$ cat config.mk
export PLATFORM = sky130hd
export DESIGN_NAME = mem_access_unit_flat
export DESIGN_NICKNAME = d
export VERILOG_FILES = /design/src/rtl/mau_pkg.sv /design/src/rtl/mau_if.sv /design/src/rtl/mau_lane_align.sv /design/src/rtl/mem_access_unit.sv /design/src/flat_wrapper.sv
export SDC_FILE = /design/constraint.sdc
export NUM_CORES = 1
export LEC_CHECK = 0
export ABC_CLOCK_PERIOD_IN_PS = 3950
export CORE_ASPECT_RATIO = 2
export CORE_UTILIZATION = 44
export CTS_CLUSTER_DIAMETER = 60
export DETAILED_ROUTE_END_ITERATION = 10
export GPL_TIMING_DRIVEN = 0
export PLACE_DENSITY = 0.92
export SLEW_MARGIN = 20
export SYNTH_ARGS = -nofsm -noshare
export SYNTH_HDL_FRONTEND = slang
export SYNTH_SLANG_ARGS = --single-unit
$ cat constraint.sdc
create_clock -name i_clk -period 3.95 [get_ports i_clk]
set_input_delay 0.79 -clock i_clk [delete_from_list [all_inputs] [get_ports i_clk]]
set_output_delay 0.79 -clock i_clk [all_outputs]
set_load 0.01 [all_outputs]
$ cat src/rtl/mau_pkg.sv
// mau_pkg: shared types and constants for the data-memory access unit.
//   mau_state_e : controller FSM state encoding
//   SZ_*        : request size encoding (2'b11 is handled as a word)
//   norm_size   : folds the reserved size code onto SZ_WORD
package mau_pkg;

  typedef enum logic [1:0] {
    IDLE      = 2'd0,
    LD_WAIT   = 2'd1,
    RMW_MERGE = 2'd2,
    RESP      = 2'd3
  } mau_state_e;

  localparam logic [1:0] SZ_BYTE = 2'b00;
  localparam logic [1:0] SZ_HALF = 2'b01;
  localparam logic [1:0] SZ_WORD = 2'b10;

  function automatic logic [1:0] norm_size(input logic [1:0] sz);
    return (sz == 2'b11) ? SZ_WORD : sz;
  endfunction

endpackage

$ cat src/rtl/mau_if.sv
// mau_if: request/response handshake plus the word-wide memory port.
//   slave  : the access unit (accepts requests, drives the memory port)
//   master : pipeline memory stage and the memory itself
// Params: INDEX_W memory word-index width, THREAD_W thread tag width.
interface mau_if #(
  parameter int INDEX_W  = 7,
  parameter int THREAD_W = 2
);
  logic                ReqValid;
  logic                ReqReady;
  logic                ReqWrite;
  logic [1:0]          ReqSize;
  logic                ReqUnsigned;
  logic [31:0]         ReqAddr;
  logic [31:0]         ReqWData;
  logic [THREAD_W-1:0] ReqTid;

  logic                RespValid;
  logic [31:0]         RespData;
  logic [THREAD_W-1:0] RespTid;
  logic                RespErr;

  logic                WriteCache;
  logic                ReadEnable;
  logic [INDEX_W-1:0]  CacheIndexWrite;
  logic [INDEX_W-1:0]  CacheIndexRead;
  logic [31:0]         WriteDataCache;
  logic [31:0]         CacheData;

  modport slave (
    input  ReqValid, ReqWrite, ReqSize, ReqUnsigned, ReqAddr, ReqWData, ReqTid,
    input  CacheData,
    output ReqReady,
    output RespValid, RespData, RespTid, RespErr,
    output WriteCache, ReadEnable, CacheIndexWrite, CacheIndexRead, WriteDataCache
  );

  modport master (
    output ReqValid, ReqWrite, ReqSize, ReqUnsigned, ReqAddr, ReqWData, ReqTid,
    output CacheData,
    input  ReqReady,
    input  RespValid, RespData, RespTid, RespErr,
    input  WriteCache, ReadEnable, CacheIndexWrite, CacheIndexRead, WriteDataCache
  );
endinterface

$ cat src/rtl/mau_lane_align.sv
// mau_lane_align: combinational little-endian lane handling.
//   i_word     : word read from memory
//   i_off      : byte offset within the word (addr[1:0])
//   i_size     : normalised access size (SZ_BYTE/SZ_HALF/SZ_WORD)
//   i_unsigned : zero-extend sub-word loads
//   i_new      : store data (low byte or half is used)
//   o_load     : extracted and extended load result
//   o_merged   : i_word with the addressed lane replaced by i_new
module mau_lane_align
  import mau_pkg::*;
(
  input  logic [31:0] i_word,
  input  logic [1:0]  i_off,
  input  logic [1:0]  i_size,
  input  logic        i_unsigned,
  input  logic [15:0] i_new,
  output logic [31:0] o_load,
  output logic [31:0] o_merged
);

  logic [7:0]  w_byte;
  logic [15:0] w_half;

  always_comb begin
    w_byte   = i_word[{i_off, 3'b000} +: 8];
    // Half lane is chosen by addr[1] only; addr[0] is ignored here.
    w_half   = i_off[1] ? i_word[31:16] : i_word[15:0];
    o_load   = i_word;
    o_merged = i_word;
    case (i_size)
      SZ_BYTE: begin
        o_load = {{24{~i_unsigned & w_byte[7]}}, w_byte};
        o_merged[{i_off, 3'b000} +: 8] = i_new[7:0];
      end
      SZ_HALF: begin
        o_load = {{16{~i_unsigned & w_half[15]}}, w_half};
        if (i_off[1]) o_merged[31:16] = i_new;
        else          o_merged[15:0]  = i_new;
      end
      default: begin
        o_load   = i_word;
        o_merged = i_word;
      end
    endcase
  end

endmodule

$ cat src/rtl/mem_access_unit.sv
// mem_access_unit: serialised load/store controller for the word-wide data
// memory. Sub-word stores use read-modify-write since the memory has no
// byte enables. One thread-tagged response pulse per accepted request.
//   i_clk : clock
//   i_rst : asynchronous active-high reset
//   bus   : mau_if.slave (request/response handshake + memory port)
// Optional feature: MAU_MISALIGN_TRAP_EN -- misaligned half/word accesses
// skip memory and respond immediately with RespErr = 1.
//
// state     | meaning
// IDLE      | ready; accept launches read or word write
// LD_WAIT   | memory data present; extract and extend load lane
// RMW_MERGE | write back old word with the new lane merged in
// RESP      | one-cycle response pulse
module mem_access_unit
  import mau_pkg::*;
#(
  parameter int INDEX_W  = 7,
  parameter int THREAD_W = 2
) (
  input logic i_clk,
  input logic i_rst,
  mau_if.slave bus
);

  mau_state_e          r_state, w_next;
  logic [INDEX_W-1:0]  r_index;
  logic [1:0]          r_off;
  logic [1:0]          r_size;
  logic                r_unsigned;
  logic [15:0]         r_wdata;
  logic [THREAD_W-1:0] r_tid;

  logic                r_resp_valid;
  logic [31:0]         r_resp_data;
  logic [THREAD_W-1:0] r_resp_tid;
  logic                r_resp_err;

  logic [1:0]          w_size;
  logic                w_word;
  logic                w_accept;
  logic                w_misalign;
  logic [INDEX_W-1:0]  w_req_index;
  logic [31:0]         w_load;
  logic [31:0]         w_merged;
  logic                w_unused_addr;

  assign w_size        = norm_size(bus.ReqSize);
  assign w_word        = (w_size == SZ_WORD);
  assign w_req_index   = bus.ReqAddr[INDEX_W+1:2];
  assign w_unused_addr = ^bus.ReqAddr[31:INDEX_W+2];
  assign w_accept      = bus.ReqValid && (r_state == IDLE) && !i_rst;

`ifdef MAU_MISALIGN_TRAP_EN
  assign w_misalign = ((w_size == SZ_HALF) && bus.ReqAddr[0]) ||
                      (w_word && (bus.ReqAddr[1:0] != 2'b00));
`else
  assign w_misalign = 1'b0;
`endif

  mau_lane_align u_lane (
    .i_word     (bus.CacheData),
    .i_off      (r_off),
    .i_size     (r_size),
    .i_unsigned (r_unsigned),
    .i_new      (r_wdata),
    .o_load     (w_load),
    .o_merged   (w_merged)
  );

  always_ff @(posedge i_clk or posedge i_rst) begin
    if (i_rst) r_state <= IDLE;
    else       r_state <= w_next;
  end

  always_comb begin
    w_next = r_state;
    case (r_state)
      IDLE: begin
        if (w_accept) begin
          if (w_misalign)        w_next = RESP;
          else if (!bus.ReqWrite) w_next = LD_WAIT;
          else if (w_word)       w_next = RESP;
          else                   w_next = RMW_MERGE;
        end
      end
      LD_WAIT:   w_next = RESP;
      RMW_MERGE: w_next = RESP;
      RESP:      w_next = IDLE;
      default:   w_next = IDLE;
    endcase
  end

  always_comb begin
    bus.ReqReady        = 1'b0;
    bus.ReadEnable      = 1'b0;
    bus.WriteCache      = 1'b0;
    bus.CacheIndexRead  = w_req_index;
    bus.CacheIndexWrite = r_index;
    bus.WriteDataCache  = w_merged;
    case (r_state)
      IDLE: begin
        bus.ReqReady = !i_rst;
        if (w_accept && !w_misalign) begin
          if (bus.ReqWrite && w_word) begin
            bus.WriteCache      = 1'b1;
            bus.CacheIndexWrite = w_req_index;
            bus.WriteDataCache  = bus.ReqWData;
          end else begin
            // Loads and sub-word stores both start with a read.
            bus.ReadEnable = 1'b1;
          end
        end
      end
      RMW_MERGE: bus.WriteCache = !i_rst;
      default: ;
    endcase
  end

  always_ff @(posedge i_clk or posedge i_rst) begin
    if (i_rst) begin
      r_index    <= '0;
      r_off      <= '0;
      r_size     <= SZ_BYTE;
      r_unsigned <= 1'b0;
      r_wdata    <= '0;
      r_tid      <= '0;
    end else if (w_accept) begin
      r_index    <= w_req_index;
      r_off      <= bus.ReqAddr[1:0];
      r_size     <= w_size;
      r_unsigned <= bus.ReqUnsigned;
      r_wdata    <= bus.ReqWData[15:0];
      r_tid      <= bus.ReqTid;
    end
  end

  // Response fields are non-zero only during the RESP cycle.
  always_ff @(posedge i_clk or posedge i_rst) begin
    if (i_rst) begin
      r_resp_valid <= 1'b0;
      r_resp_data  <= '0;
      r_resp_tid   <= '0;
      r_resp_err   <= 1'b0;
    end else begin
      r_resp_valid <= (w_next == RESP);
      r_resp_data  <= '0;
      r_resp_tid   <= '0;
      r_resp_err   <= 1'b0;
      if (w_next == RESP) begin
        if (r_state == IDLE) begin
          r_resp_tid <= bus.ReqTid;
          r_resp_err <= w_misalign;
        end else begin
          r_resp_tid <= r_tid;
        end
        if (r_state == LD_WAIT) r_resp_data <= w_load;
      end
    end
  end

  assign bus.RespValid = r_resp_valid;
  assign bus.RespData  = r_resp_data;
  assign bus.RespTid   = r_resp_tid;
  assign bus.RespErr   = r_resp_err;

endmodule

$ cat src/flat_wrapper.sv
// flat-port wrapper written by rule: the top's interface ports become plain ports
module mem_access_unit_flat import mau_pkg::*;
#(
  parameter int INDEX_W  = 7,
  parameter int THREAD_W = 2
)
  (i_clk, i_rst, bus_ReqValid, bus_ReqWrite, bus_ReqSize, bus_ReqUnsigned, bus_ReqAddr, bus_ReqWData, bus_ReqTid, bus_CacheData, bus_ReqReady, bus_RespValid, bus_RespData, bus_RespTid, bus_RespErr, bus_WriteCache, bus_ReadEnable, bus_CacheIndexWrite, bus_CacheIndexRead, bus_WriteDataCache);
  mau_if #(.INDEX_W(INDEX_W), .THREAD_W(THREAD_W)) bus_i ();
  input logic i_clk;
  input logic i_rst;
  input wire logic [$bits(bus_i.ReqValid)-1:0] bus_ReqValid;
  input wire logic [$bits(bus_i.ReqWrite)-1:0] bus_ReqWrite;
  input wire logic [$bits(bus_i.ReqSize)-1:0] bus_ReqSize;
  input wire logic [$bits(bus_i.ReqUnsigned)-1:0] bus_ReqUnsigned;
  input wire logic [$bits(bus_i.ReqAddr)-1:0] bus_ReqAddr;
  input wire logic [$bits(bus_i.ReqWData)-1:0] bus_ReqWData;
  input wire logic [$bits(bus_i.ReqTid)-1:0] bus_ReqTid;
  input wire logic [$bits(bus_i.CacheData)-1:0] bus_CacheData;
  output wire logic [$bits(bus_i.ReqReady)-1:0] bus_ReqReady;
  output wire logic [$bits(bus_i.RespValid)-1:0] bus_RespValid;
  output wire logic [$bits(bus_i.RespData)-1:0] bus_RespData;
  output wire logic [$bits(bus_i.RespTid)-1:0] bus_RespTid;
  output wire logic [$bits(bus_i.RespErr)-1:0] bus_RespErr;
  output wire logic [$bits(bus_i.WriteCache)-1:0] bus_WriteCache;
  output wire logic [$bits(bus_i.ReadEnable)-1:0] bus_ReadEnable;
  output wire logic [$bits(bus_i.CacheIndexWrite)-1:0] bus_CacheIndexWrite;
  output wire logic [$bits(bus_i.CacheIndexRead)-1:0] bus_CacheIndexRead;
  output wire logic [$bits(bus_i.WriteDataCache)-1:0] bus_WriteDataCache;
  assign bus_i.ReqValid = bus_ReqValid;
  assign bus_i.ReqWrite = bus_ReqWrite;
  assign bus_i.ReqSize = bus_ReqSize;
  assign bus_i.ReqUnsigned = bus_ReqUnsigned;
  assign bus_i.ReqAddr = bus_ReqAddr;
  assign bus_i.ReqWData = bus_ReqWData;
  assign bus_i.ReqTid = bus_ReqTid;
  assign bus_i.CacheData = bus_CacheData;
  assign bus_ReqReady = bus_i.ReqReady;
  assign bus_RespValid = bus_i.RespValid;
  assign bus_RespData = bus_i.RespData;
  assign bus_RespTid = bus_i.RespTid;
  assign bus_RespErr = bus_i.RespErr;
  assign bus_WriteCache = bus_i.WriteCache;
  assign bus_ReadEnable = bus_i.ReadEnable;
  assign bus_CacheIndexWrite = bus_i.CacheIndexWrite;
  assign bus_CacheIndexRead = bus_i.CacheIndexRead;
  assign bus_WriteDataCache = bus_i.WriteDataCache;
  mem_access_unit #(.INDEX_W(INDEX_W), .THREAD_W(THREAD_W)) u_core (.i_clk(i_clk), .i_rst(i_rst), .bus(bus_i));
endmodule
==> run metrics, run 1 <==
synth unique cells=56; PwrDens=a little under 800 nW/µm²; post-synthesis cell area=4630 µm²; register area=1680 µm²; # fillers=825; largest net degree at the start of global routing=42; starting density of the core=45.6%; worst slew pin tran=about 640 ps; Routability Congestion=0.992; Die X=74.5 µm; first-pass detailed-route iteration total=7; final hold violation count=0; vias in the first global route=5229; TritonCTS buffer count=9; DPL Wire Length=14300 µm; vias=a little over 5000; syn_nets=about 630; layout cells sized above 1=between 10% and 20%; hold crit path type=reg2reg; Setup violations, final=0; Residual DRC=0; pre-CTS setup slack=-429 ps; Slew HR=57.5%; total negative slack=0 ps; setup slack after layout=roughly 41 ps; Final nets=805; final period utilization=between 90% and 100%; routed length per instance=22.3 µm; flops & latches, synth=67; EDFF count, synth=0; Peak VDD IR=555 µV; Port Buffers=165; multi-input logic area=2620 µm²; clk root buf=clkbuf_16; Clock Latency Late Sink=around 340 ps; crit-path leading delay family=buffers and inverters; die height=roughly 150 µm; worst setup path class=reg2out; top-area cell type share of the netlist area=36.2%; Congestion Overflow GR=0; Worst Path Required=3160 ps; crit path max-delay cell type=clkdlybuf4s50_1; FMAX=about 260 MHz; num ports=190; Cells after Synth=515; Core Area=10100 µm²; Seq/Total Area, Yosys=36.2%; min cycle time layout=3910 ps; Mapped Avg Cell Area=about 9.0 µm²; Area contributors post-synth=dfrtp_1, mux2_2, a21oi_1; Buf/Inv on CP=4; TritonCTS clock tree=done; leading area contributor after synthesis=dfrtp_1; Main synth FF type=dfrtp_1; number of DRC markers in iteration 0=575; Clock transition at path regs=~60 ps; Slew Limit Fails=0; worst path arrival time=3120 ps; # rows=52; critical path launch point type=flip-flop; finished layout cell area=6850 µm²; total number of yosys warnings=0; CP cell instances=buf_4 > inv_8 > ha_1 > nor4bb_1 > buf_2 > a22o_1 > nand2_1 > a41oi_1 > clkdlybuf4s50_1; Via density=between 6 and 7; cell leakage power=slightly below 0.003 µW; final WL=18500 µm; CP Capture Type=output port; initial antenna violation count=0; status=completed; Final Skew=~5.6 ps; most frequent cells after synthesis=dfrtp_1, nand2_1, a21oi_1, nor2_1, mux2_2; Max stage delay on crit path=590 ps; count leader, synth=dfrtp_1; CTS sink cnt=67; critical path peak fanout=21; max_cap viols=0; FFs w/ async S/R, synth=100%; H-tree levels=3; antenna cell count=0; Layout area overhead=47.9%; total die area=11000 µm²; placed cell area=around 6500 µm²; Overall Power=~5300 µW; Global Route Usage Sum=34.6%; Routed Antenna Nets=0; clock buffer depth=2; global-route wire length before repair=27800 µm
[final cells by class]
class,instances,area share [%]
clock buffer,10,3.34
multi-input combinational,378,38.2
inverter,22,1.35
tap,135,2.47
timing repair buffer,168,25.0
sequential,67,24.5
buffer,46,4.13
clock inverter,6,0.969
[cell families after synthesis]
family / Yosys count / synth area share [%]
buffers and inverters: 70 / 7.81
adder cells (fa/ha/maj): 8 / 2.16
AND/OR/NAND/NOR: 161 / 17.5
flip-flops: 67 / 36.2
multiplexers: 44 / 10.5
AO/OA/AOI/OAI: 164 / 25.8
other: 1 / 0.0810
[sequential cells by signal, indices dropped and copies added (netlist names), 2 cells and up]
name / count
u_core.r_size: 2
u_core.bus.RespTid: 2
u_core.r_tid: 2
u_core.bus.RespData: 32
u_core.r_wdata: 16
u_core.r_state: 2
u_core.r_off: 2
u_core.r_index: 7
[layout by cell type, fill, tap and decap left out, drive strengths merged, types with 8 or more instances in the layout]
master,n
a21oi,49
a221oi,14
a22o,25
a22oi,17
a31oi,9
buf,37
clkbuf,22
clkdlybuf4s50,156
dfrtp,67
dlymetal6s2s,9
ha,8
inv,22
mux2,36
mux2i,8
nand2,65
nand2b,8
nor2,42
nor2b,8
nor3,9
o21a,8
o21ai,10
[worst paths after layout]
kind                                   startpoint                      end  slack (ps)  cells after the start
worst min-delay path            u_core.r_index[2]        u_core.r_index[2]         500                      1
min in group asynchronous                   i_rst        u_core.r_unsigned         550                      2
worst min register to register  u_core.r_index[2]        u_core.r_index[2]         500                      1
worst max register to register  u_core.r_state[0]  u_core.bus.RespData[30]        1760                      8
worst max-delay path              u_core.r_off[1]   bus_WriteDataCache[25]          40                      9
max in group asynchronous                   i_rst        u_core.r_wdata[0]        2860                      3
[power by group]
part | switching [µW] | internal [µW]
sequential | 251 | 943
combinational | 1750 | 1580
clock | 324 | 489
total | 2320 | 3010
[layer usage]
layer	share of wire, %	global-route usage [%]	vias up
met5	0	0	-
met4	7.8	25.6	0
met3	6.0	4.87	97
met2	52	59.7	329
met1	34	36.3	2448
li1	-	-	2229
[metrics by stage]
stage	instances	util, %	hold slack (ps)
global route	832	67.4	527
finish	832	67.4	500
detailed placement	816	63.8	487
CTS	833	67.1	503
floorplan	515	-	474
global placement	815	63.5	481
[worst reg2reg max path: stages, from the launching register on]
cell	delay [ps]
dfrtp_1	420
inv_1	100
ha_1	160
buf_4	190
nand3b_1	260
o221a_2	420
o311ai_4	160
buf_4	280
a21oi_1	70
[timing repair]
item | in CTS | in global routing
setup buffers | 2 | 0
hold buffers | 0 | 0
gates resized for setup | 14 | 15
pin swaps | 5 | 2
endpoints found under the setup margin | 32 | 26
hold endpoints to repair | 0 | 0
Note: power is estimated with default switching activity, not from simulation.
==> inputs of run 2 (changes only) <==
--- a/config.mk
+++ b/config.mk
@@ -5,13 +5,14 @@
 export SDC_FILE = /design/constraint.sdc
 export NUM_CORES = 1
 export LEC_CHECK = 0
+export ABC_AREA = 1
 export ABC_CLOCK_PERIOD_IN_PS = 3950
 export CORE_ASPECT_RATIO = 2
 export CORE_UTILIZATION = 44
 export CTS_CLUSTER_DIAMETER = 60
 export DETAILED_ROUTE_END_ITERATION = 10
 export GPL_TIMING_DRIVEN = 0
-export PLACE_DENSITY = 0.92
+export PLACE_DENSITY = 0.91
 export SLEW_MARGIN = 20
 export SYNTH_ARGS = -nofsm -noshare
 export SYNTH_HDL_FRONTEND = slang
==> run metrics, run 2 <==
Routed Antenna Nets=0 (unchanged); leading area contributor after synthesis=dfrtp_1 (unchanged); final hold violation count=0 (unchanged); DP Cell Count=1016 (was 816); min cycle time layout=3950 ps (was 3910 ps); Seq/Total Area, Yosys=35.3% (was 36.2%); # rows=53 (was 52); Mapped Avg Cell Area=6.66 µm² (was 8.99 µm²); layout cells sized above 1=8.17% (was 17.5%); die height=149 µm (was 147 µm); final WL=18100 µm (was 18500 µm); global-route wire length before repair=28000 µm (was 27800 µm); setup slack after layout=3.02 ps (was 41.1 ps); max FFs per register=32 (unchanged); DPL Wire Length=14700 µm (was 14300 µm); TritonCTS clock tree=done (unchanged); Layout area overhead=45.5% (was 47.9%); Die X=75.5 µm (was 74.5 µm); commonest non-fill, non-tap cell in the layout=clkdlybuf4s50_1 (unchanged); antenna cell count=0 (unchanged); Core Area=10500 µm² (was 10100 µm²); max_cap viols=0 (unchanged); Final nets=1001 (was 805); Residual DRC=0 (unchanged); synth unique cells=32 (was 56); EDFF count, synth=0 (unchanged); first-pass detailed-route iteration total=6 (was 7); TritonCTS buffer count=9 (unchanged); Clock Latency Late Sink=340 ps (about the same); Slew HR=46.7% (was 57.5%); Congestion Overflow GR=0 (unchanged); Routability Congestion=0.947 (was 0.992); compound-cell area share of the yosys netlist=24.6% (was 25.8%); Area contributors post-synth=dfrtp_1, nand2_1, o21ai_0 (was dfrtp_1, mux2_2, a21oi_1); PwrDens=725 nW/µm² (was 779 nW/µm²); hold crit path type=reg2reg (unchanged); syn_nets=826 (was 628); final non-filler cell total=1030 (was 832); top-area cell type share of the netlist area=35.3% (was 36.2%); starting density of the core=45.4% (was 45.6%); Final Skew=9.36 ps (was 5.65 ps); clock buffer depth=2 (unchanged); Overall Power=5010 µW (was 5330 µW); routed length per instance=17.6 µm (was 22.3 µm); number of DRC markers in iteration 0=430 (was 575); Post-Synth XOR/XNOR Area=0% (unchanged); count leader, synth=nand2_1 (was dfrtp_1); Synth Area in Simple Gates=26.0% (was 17.5%); FFs w/ async S/R, synth=100% (unchanged); mux contribution to synthesized area=0% (was 10.5%); Global Route Usage Sum=33.8% (was 34.6%); num ports=190 (unchanged); FMAX=253 MHz (was 256 MHz); Peak VDD IR=503 µV (was 555 µV); Worst Path Required=3160 ps (about the same); Clock transition at path regs=50 ps (was 60 ps); Main synth FF type=dfrtp_1 (unchanged); total die area=11200 µm² (was 11000 µm²); CTS sink cnt=67 (unchanged); Via density=5.46 (was 6.13); post-synthesis cell area=4750 µm² (was 4630 µm²); critical path peak fanout=16 (was 21); flops & latches, synth=67 (unchanged); worst setup path class=reg2out (unchanged); total number of yosys warnings=0 (unchanged); worst slew pin tran=790 ps (was 637 ps); Setup violations, final=0 (unchanged); H-tree levels=3 (unchanged); commonest cells after routing, fill and taps aside=clkdlybuf4s50_1, nand2_1, o21ai_0 (was clkdlybuf4s50_1, dfrtp_1, nand2_1); Cells after Synth=713 (was 515); CP Capture Type=output port (unchanged); worst path arrival time=3160 ps (was 3120 ps); Adder-Cell Fraction of Synth Area=2.11% (was 2.16%); largest net degree at the start of global routing=37 (was 42); vias in the first global route=5565 (was 5229); initial antenna violation count=0 (unchanged); status=completed (unchanged); worst hold slack=485 ps (was 500 ps); Port Buffers=165 (unchanged); most frequent cells after synthesis=nand2_1, o21ai_0, inv_1, dfrtp_1, a21oi_1 (was dfrtp_1, nand2_1, a21oi_1, nor2_1, mux2_2); cell leakage power=0.00320 µW (was 0.00294 µW); critical path launch point type=flip-flop (unchanged); Post-CTS Hold Buffers=0 (unchanged); pre-CTS setup slack=-239 ps (was -429 ps); final period utilization=99.9% (was 99.0%); largest family of logic cells by synthesized area=simple AND/OR/NAND/NOR gates (was compound AO/OA/AOI/OAI gates); RSZ-0062 raised after global routing=false; clk root buf=clkbuf_16 (unchanged); Slew Limit Fails=0 (unchanged); vias=5625 (was 5103)
==> run 2: worst max-delay path, cell delays in order (launching register included) <==
cell	delay (ps)
dfrtp_1	390
buf_2	230
inv_4	100
clkbuf_8	190
ha_1	210
clkinvlp_4	200
nand3_1	170
o21ai_0	330
o211ai_1	160
a22oi_1	230
clkdlybuf4s50_1	590
==> run 2: area by class of cell <==
class / count / area [µm²]
buffer: 47 / 250
sequential: 67 / 1680
clock inverter: 5 / 52.6
clock buffer: 11 / 243
multi-input combinational: 511 / 2520
timing repair buffer: 166 / 1670
fill: 960 / 3560
inverter: 86 / 332
tap: 137 / 171
==> run 2: per-stage QoR <==
stage	area [µm²]	setup TNS [ps]	utilization (%)
2_1_floorplan	4750	0	-
3_3_place_gp	6580	-2580	62.8
3_5_place_dp	6600	-2460	63.0
4_1_cts	6910	0	65.9
5_1_grt	6910	0	66.0
6_report	6910	0	66.0
==> run 2: path summary, 6_finish.rpt <==
check                                        from                      to  slack (ps)  cells past startpoint
worst max register to register   u_core.r_size[1]  u_core.bus.RespData[1]        1780                     10
worst max-delay path              u_core.r_off[1]   bus_WriteDataCache[8]           3                     10
worst min-delay path            u_core.r_index[6]       u_core.r_index[6]         480                      2
worst min register to register  u_core.r_index[6]       u_core.r_index[6]         480                      2
min in group asynchronous                   i_rst       u_core.r_index[4]         960                      2
max in group asynchronous                   i_rst  u_core.bus.RespData[0]        2450                      3
==> run 2: logic make-up after synthesis <==
| logic type | after synthesis |
|---|---|
| adder cells (fa/ha/maj) | 8 |
| other | 1 |
| AO/OA/AOI/OAI | 214 |
| buffers and inverters | 135 |
| AND/OR/NAND/NOR | 288 |
| flip-flops | 67 |
==> run 2: where the power goes <==
part,switching (µW),internal (µW),total (µW)
logic,1900,1260,3160
clock network,290,502,792
registers,132,930,1060
==> run 2: what timing repair did <==
item	4_1_cts	5_1_grt
resized for setup	9	6
setup endpoints to repair	32	23
setup buffers	0	0
==> run 2: layer usage <==
| metal | track usage (%) | vias to the layer above | share of wire (%) |
|---|---|---|---|
| li1 | - | 2693 | - |
| met1 | 35.0 | 2572 | 34 |
| met2 | 59.6 | 281 | 53 |
| met3 | 4.80 | 79 | 6.0 |
| met4 | 23.5 | 0 | 6.7 |
| met5 | 0 | - | 0 |
